**src/rtl/wash_pkg.sv**
```systemverilog
// wash_pkg: shared state, phase/action codes and program duration tables for the
// washer scheduler.
`default_nettype none

package wash_pkg;

    typedef enum logic [1:0] {
        ST_IDLE  = 2'd0,
        ST_RUN   = 2'd1,
        ST_PAUSE = 2'd2,
        ST_DONE  = 2'd3
    } state_t;

    localparam logic [1:0] PH_SETUP = 2'd0;
    localparam logic [1:0] PH_WASH  = 2'd1;
    localparam logic [1:0] PH_RINSE = 2'd2;
    localparam logic [1:0] PH_SPIN  = 2'd3;

    localparam logic [2:0] ACT_NONE     = 3'd0;
    localparam logic [2:0] ACT_ROTATE   = 3'd1;
    localparam logic [2:0] ACT_STEW     = 3'd2;
    localparam logic [2:0] ACT_ADDWATER = 3'd3;
    localparam logic [2:0] ACT_DRAIN    = 3'd4;
    localparam logic [2:0] ACT_FSPIN    = 3'd5;
    localparam logic [2:0] ACT_RSPIN    = 3'd6;
    localparam logic [2:0] ACT_END      = 3'd7;

    // Every phase of a program has the same length; spin-only is a single 15 s phase.
    function automatic logic [4:0] dur_of(input logic [1:0] mode);
        case (mode)
            2'b01:   return 5'd10;
            2'b10:   return 5'd15;
            2'b11:   return 5'd20;
            default: return 5'd15;
        endcase
    endfunction

    function automatic logic [7:0] total_bcd(input logic [1:0] mode);
        case (mode)
            2'b01:   return 8'h30;
            2'b10:   return 8'h45;
            2'b11:   return 8'h60;
            default: return 8'h15;
        endcase
    endfunction

    function automatic logic [1:0] last_idx(input logic [1:0] ph);
        case (ph)
            PH_WASH:  return 2'd1;
            PH_RINSE: return 2'd2;
            PH_SPIN:  return 2'd3;
            default:  return 2'd0;
        endcase
    endfunction

    function automatic logic [2:0] act_of(input logic [1:0] ph, input logic [1:0] idx);
        case (ph)
            PH_WASH:  return idx[0] ? ACT_STEW : ACT_ROTATE;
            PH_RINSE: return (idx == 2'd0) ? ACT_ADDWATER :
                             (idx == 2'd1) ? ACT_ROTATE : ACT_DRAIN;
            PH_SPIN:  return (idx == 2'd0) ? ACT_FSPIN :
                             (idx == 2'd2) ? ACT_RSPIN : ACT_DRAIN;
            default:  return ACT_NONE;
        endcase
    endfunction

endpackage

`default_nettype wire

```
**src/rtl/bcd_down2.sv**
```systemverilog
// bcd_down2: two-digit BCD down-counter with parallel load and saturation at 00.
`default_nettype none

module bcd_down2 (
    input  logic       clk,
    input  logic       rst,
    input  logic       load,
    input  logic [7:0] val,
    input  logic       dec,
    output logic [3:0] tens,
    output logic [3:0] ones
);

    always_ff @(posedge clk or negedge rst) begin
        if (!rst) begin
            tens <= 4'd0;
            ones <= 4'd0;
        end else if (load) begin
            tens <= val[7:4];
            ones <= val[3:0];
        end else if (dec && ({tens, ones} != 8'h00)) begin
            if (ones == 4'd0) begin
                ones <= 4'd9;
                tens <= tens - 4'd1;
            end else begin
                ones <= ones - 4'd1;
            end
        end
    end

endmodule

`default_nettype wire

```
**src/rtl/wash_sched.sv**
```systemverilog
// wash_sched: washer program sequencer driving phase, action, remaining-time and
// door-lock outputs from a one-second tick.
`default_nettype none

module wash_sched
    import wash_pkg::*;
(
    input  logic       clk,
    input  logic       rst,
    input  logic       tick,
    input  logic       start,
    input  logic       pause,
    input  logic       door,
    input  logic [1:0] mode,
    output logic [1:0] phase,
    output logic [2:0] act,
    output logic [3:0] rem_t,
    output logic [3:0] rem_o,
    output logic       busy,
    output logic       lock,
    output logic       err,
    output logic       done
);

    state_t     state, state_n;
    logic [1:0] phase_n, mode_q, mode_n, idx, idx_n;
    logic [2:0] act_n;
    logic [4:0] cnt, cnt_n;
    logic       err_n, done_n;
    logic       rem_load, rem_dec;
    logic [7:0] rem_val;

    always_comb begin
        state_n  = state;
        phase_n  = phase;
        act_n    = act;
        idx_n    = idx;
        cnt_n    = cnt;
        mode_n   = mode_q;
        err_n    = err;
        done_n   = 1'b0;
        rem_load = 1'b0;
        rem_dec  = 1'b0;
        rem_val  = 8'h00;
        case (state)
            ST_IDLE: begin
                if (start) begin
                    if (door) begin
                        err_n = 1'b1;
                    end else begin
                        state_n  = ST_RUN;
                        mode_n   = mode;
                        phase_n  = (mode == 2'b00) ? PH_SPIN : PH_WASH;
                        idx_n    = 2'd0;
                        act_n    = act_of(phase_n, 2'd0);
                        cnt_n    = dur_of(mode);
                        rem_load = 1'b1;
                        rem_val  = total_bcd(mode);
                        err_n    = 1'b0;
                    end
                end
            end
            ST_RUN: begin
                // A hold request wins over a same-cycle tick; that tick is lost.
                if (pause || door) begin
                    state_n = ST_PAUSE;
                    if (door) err_n = 1'b1;
                end else if (tick) begin
                    rem_dec = 1'b1;
                    if (cnt == 5'd1) begin
                        if (phase == PH_SPIN) begin
                            state_n  = ST_DONE;
                            act_n    = ACT_END;
                            done_n   = 1'b1;
                            cnt_n    = 5'd0;
                            idx_n    = 2'd0;
                            rem_load = 1'b1;
                        end else begin
                            phase_n = phase + 2'd1;
                            idx_n   = 2'd0;
                            act_n   = act_of(phase_n, 2'd0);
                            cnt_n   = dur_of(mode_q);
                        end
                    end else begin
                        cnt_n = cnt - 5'd1;
                        idx_n = (idx == last_idx(phase)) ? 2'd0 : idx + 2'd1;
                        act_n = act_of(phase, idx_n);
                    end
                end
            end
            ST_PAUSE: begin
                if (start && !pause && !door) begin
                    state_n = ST_RUN;
                    err_n   = 1'b0;
                end
            end
            ST_DONE: begin
                if (start) begin
                    state_n  = ST_IDLE;
                    phase_n  = PH_SETUP;
                    act_n    = ACT_NONE;
                    rem_load = 1'b1;
                end
            end
            default: state_n = ST_IDLE;
        endcase
    end

    always_ff @(posedge clk or negedge rst) begin
        if (!rst) begin
            state  <= ST_IDLE;
            phase  <= PH_SETUP;
            act    <= ACT_NONE;
            idx    <= 2'd0;
            cnt    <= 5'd0;
            mode_q <= 2'd0;
            err    <= 1'b0;
            done   <= 1'b0;
            busy   <= 1'b0;
            lock   <= 1'b0;
        end else begin
            state  <= state_n;
            phase  <= phase_n;
            act    <= act_n;
            idx    <= idx_n;
            cnt    <= cnt_n;
            mode_q <= mode_n;
            err    <= err_n;
            done   <= done_n;
            busy   <= (state_n == ST_RUN) || (state_n == ST_PAUSE);
            lock   <= (state_n == ST_RUN);
        end
    end

    bcd_down2 u_rem (
        .clk  (clk),
        .rst  (rst),
        .load (rem_load),
        .val  (rem_val),
        .dec  (rem_dec),
        .tens (rem_t),
        .ones (rem_o)
    );

endmodule

`default_nettype wire
```
**config.mk**
```make
export PLATFORM = sky130hd
export DESIGN_NAME = wash_sched
export DESIGN_NICKNAME = d
export VERILOG_FILES = /design/src/rtl/wash_pkg.sv /design/src/rtl/bcd_down2.sv /design/src/rtl/wash_sched.sv
export SDC_FILE = /design/constraint.sdc
export NUM_CORES = 1
export LEC_CHECK = 0
export ABC_CLOCK_PERIOD_IN_PS = 3090
export CAP_MARGIN = 20
export CORE_UTILIZATION = 50
export CTS_BUF_LIST = sky130_fd_sc_hd__clkbuf_8
export DETAILED_ROUTE_END_ITERATION = 10
export PLACE_DENSITY_LB_ADDON = 0.1
export SYNTH_ARGS = -nofsm -noshare
export SYNTH_HDL_FRONTEND = slang
export SYNTH_HIERARCHICAL = 1
export SYNTH_SLANG_ARGS = --single-unit
```
**constraint.sdc**
```tcl
create_clock -name clk -period 3.09 [get_ports clk]
set_clock_uncertainty 0.1 [all_clocks]
set_input_delay 0.309 -clock clk [delete_from_list [all_inputs] [get_ports clk]]
set_output_delay 0.309 -clock clk [all_outputs]
set_load 0.02 [all_outputs]
```
==> run_results.csv <==
group,metric,value,unit
outcome,status,"finished clean",
timing,finalHoldViolations,0,
die,start_util,52.9,%
layout,n_antenna_cell,0,
power,p_leak,0.00109,uW
timing,final_max_slew_viol_count,0,
yosys,yosysTopAreaCell,"dfrtp_1",
critical_path,crit_end,"u_rem/tens[2]",
grt,grt_pass1_wl,7.88,mm
drt,wl,4.86,mm
grt,gr-usage-all-layers,22.6,%
yosys,async_flop_share,100,%
timing,rsz0062_at_grt,"false",
timing,tightest_slew,0.687,ns
cts,clkSinkCount,28,
timing,fmax,380,MHz
critical_path,r2r_slack,0.46,ns
critical_path,cp-start-kind,"register",
yosys,ys_ff_latch,28,
critical_path,path_max_fanout,15,
cts,root_buffer,"clkbuf_8",
drt,firstDrtPassIters,4,
drt,dr_total_vias,1919,
placement,place.gp.congestion,0.859,
cts,cts-htree-levels,1,
cts,cts_tree,"built",
cts,hold_buffers,0,
die,io_pins,25,
placement,dpl-instance-area,2440,sq um
critical_path,rr_startpoint,"cnt[1]",
critical_path,required,3.16,ns
layout,fin_nets,308,
yosys,ys.flop_type,"dfrtp_1",
critical_path,reg2reg_depth,9,
cts,post_cts_buffers,0,
layout,drive_gt1_share,6.69,%
yosys,synth.top_cell.area_share,32.6,%
yosys,synth_seq_area_share,32.6,%
min_path,hold_class,"primary input to asynchronous set/reset pin",
power,powerDensity,915,nW/um^2
critical_path,endpoint_kind,"register",
yosys,ys_top_cells_by_area,"dfrtp_1 (33%), ha_1 (8.7%), o21ai_0 (4.7%), inv_1 (4.4%), nor2_1 (4.2%)",
critical_path,critPathArrivalTime,2.70,ns
die,die_h,67.6,microns
grt,first_global_vias,1676,
drt,drc_errors,0,
cts,clockBufferDepth,2,
grt,grt_overflow_total,0,
critical_path,path_class,"register to register",
cts,cts_buffers,3,
layout,n_fill_cell,375,
yosys,syn_inst,261,
cts,clk_pin_slew,0.10,ns
timing,finalSetupTns,0,ns
layout,area_growth,16.3,%
timing,maxSlewHeadroom,54.1,%
yosys,yosys_warnings,6,
die,die_w,67.6,microns
die,rows,23,
placement,post-dp-hpwl,3.55,mm
drt,drt-wirelength-per-cell,14.6,microns
grt,antenna_found_initial,0,
drt,via_per_inst,5.75,
die,die_area,4560,sq um
timing,setup_violations,0,
timing,finalCritPeriodShare,85.2,%
grt,grt_max_degree,29,
critical_path,r2r_end,"u_rem/tens[2]",
cts,clk_latency,0.28,ns
cts,cts-resized-gates,0,
yosys,syn_avg_cell_area,8.23,sq um
yosys,netlist_area,2150,sq um
yosys,synth_edf_count,0,
yosys,ys_types,56,
critical_path,worstSetupStartpoint,"cnt[1]",
drt,drt_iter0_markers,113,
die,core,4060,sq um
timing,period_minus_slack,2.63,ns
placement,io_buffer_count,24,
power,ir_worst_vdd,523,uV
layout,final_area,2500,sq um
drt,final_antenna_net_count,0,
run,max_cap_viol_count,0,
## layer usage
metal / track usage (%) / part of all wire [%] / vias to the layer above
li1: - / - / 978
met1: 33.1 / 52 / 907
met2: 35.6 / 45 / 32
met3: 2.03 / 2.1 / 2
met4: 4.79 / 0.56 / 0
met5: 0 / 0 / -
## final cells by class
type | instances | area [sq um] | area share [%]
sequential | 28 | 701 | 28.0
tap | 50 | 62.6 | 2.50
inverter | 25 | 93.8 | 3.76
clock buffer | 4 | 55.1 | 2.20
timing repair buffer | 28 | 270 | 10.8
multi-input combinational | 199 | 1320 | 52.7
## state kept, by name, summed over array words and instances (netlist names)
register	flops
lock	1
mode_q	2
busy	1
u_rem/ones	4
u_rem/tens	4
done	1
act	3
idx	2
phase	2
state	2
cnt	5
err	1
## metrics by stage
step                      std cells  hold WS, ns  total power [uW]  setup slack [ns]  util (%)
after global routing            334        0.343              2480             0.290      61.6
final                           334        0.302              2290             0.456      61.6
after floorplan                 263      -0.0866              1630             0.427         -
after CTS                       334        0.314              2290             0.480      61.6
after global placement          330        0.397              2030             0.566      60.2
after detailed placement        330        0.412              2050             0.512      60.2
## power by group
part           internal [uW]  switching [uW]  total [uW]
clock network            114             121         235
logic                    589             737        1330
registers                518             208         726
## cells by family after synthesis
| group | synth area share [%] |
|---|---|
| AO/OA/AOI/OAI | 24.3 |
| XOR/XNOR | 1.22 |
| adder cells (fa/ha/maj) | 8.74 |
| buffers and inverters | 6.46 |
| flip-flops | 32.6 |
| multiplexers | 2.80 |
| other | 0.175 |
| AND/OR/NAND/NOR | 23.6 |
## how the worst min path moves through the flow
stage | startpoint | endpoint | slack [ns]
6_report | rst | cnt[3] | 0.30
5_1_grt | rst | cnt[1] | 0.34
4_1_cts | rst | cnt[3] | 0.31
3_5_place_dp | err | err | 0.41
3_3_place_gp | err | err | 0.40
2_1_floorplan | rst | act[0] | -0.09
## layout by cell type (no fill, tap or decap), types with 3 or more instances in the layout
cell | netlist | routed
a311oi_1 | 3 | 3
ha_1 | 15 | 15
xnor2_1 | 3 | 3
a21o_1 | 5 | 5
nor3b_1 | 6 | 6
clkbuf_8 | 0 | 4
buf_4 | 0 | 4
a31oi_1 | 6 | 6
o21ai_0 | 20 | 20
nand3_1 | 5 | 5
a21oi_1 | 16 | 16
clkdlybuf4s50_1 | 0 | 24
conb_1 | 1 | 3
o21ai_1 | 3 | 3
nor3_1 | 7 | 7
nor2b_1 | 5 | 5
dfrtp_1 | 28 | 28
nand2b_1 | 6 | 6
a211oi_1 | 3 | 3
mux2i_1 | 6 | 6
nor2_1 | 24 | 24
inv_1 | 25 | 25
nand2_1 | 21 | 21
o31a_1 | 3 | 3
## Yosys cell counts (6+ instances only)
master / instances
nor3b_1: 6
mux2i_1: 6
ha_1: 15
a21oi_1: 16
nor3_1: 7
nand2_1: 21
nand2b_1: 6
nor2_1: 24
clkbuf_1: 7
a31oi_1: 6
inv_1: 25
dfrtp_1: 28
o21ai_0: 20
## critical path: stages (launching register included)
cell     delay (ns)
dfrtp_1        0.39
inv_1          0.09
ha_1           0.17
or4b_1         0.59
nor2_1         0.20
nand2_1        0.10
a31oi_1        0.25
buf_4          0.23
nor3_1         0.07
a221o_1        0.33
Note: power is estimated with default switching activity, not from simulation.
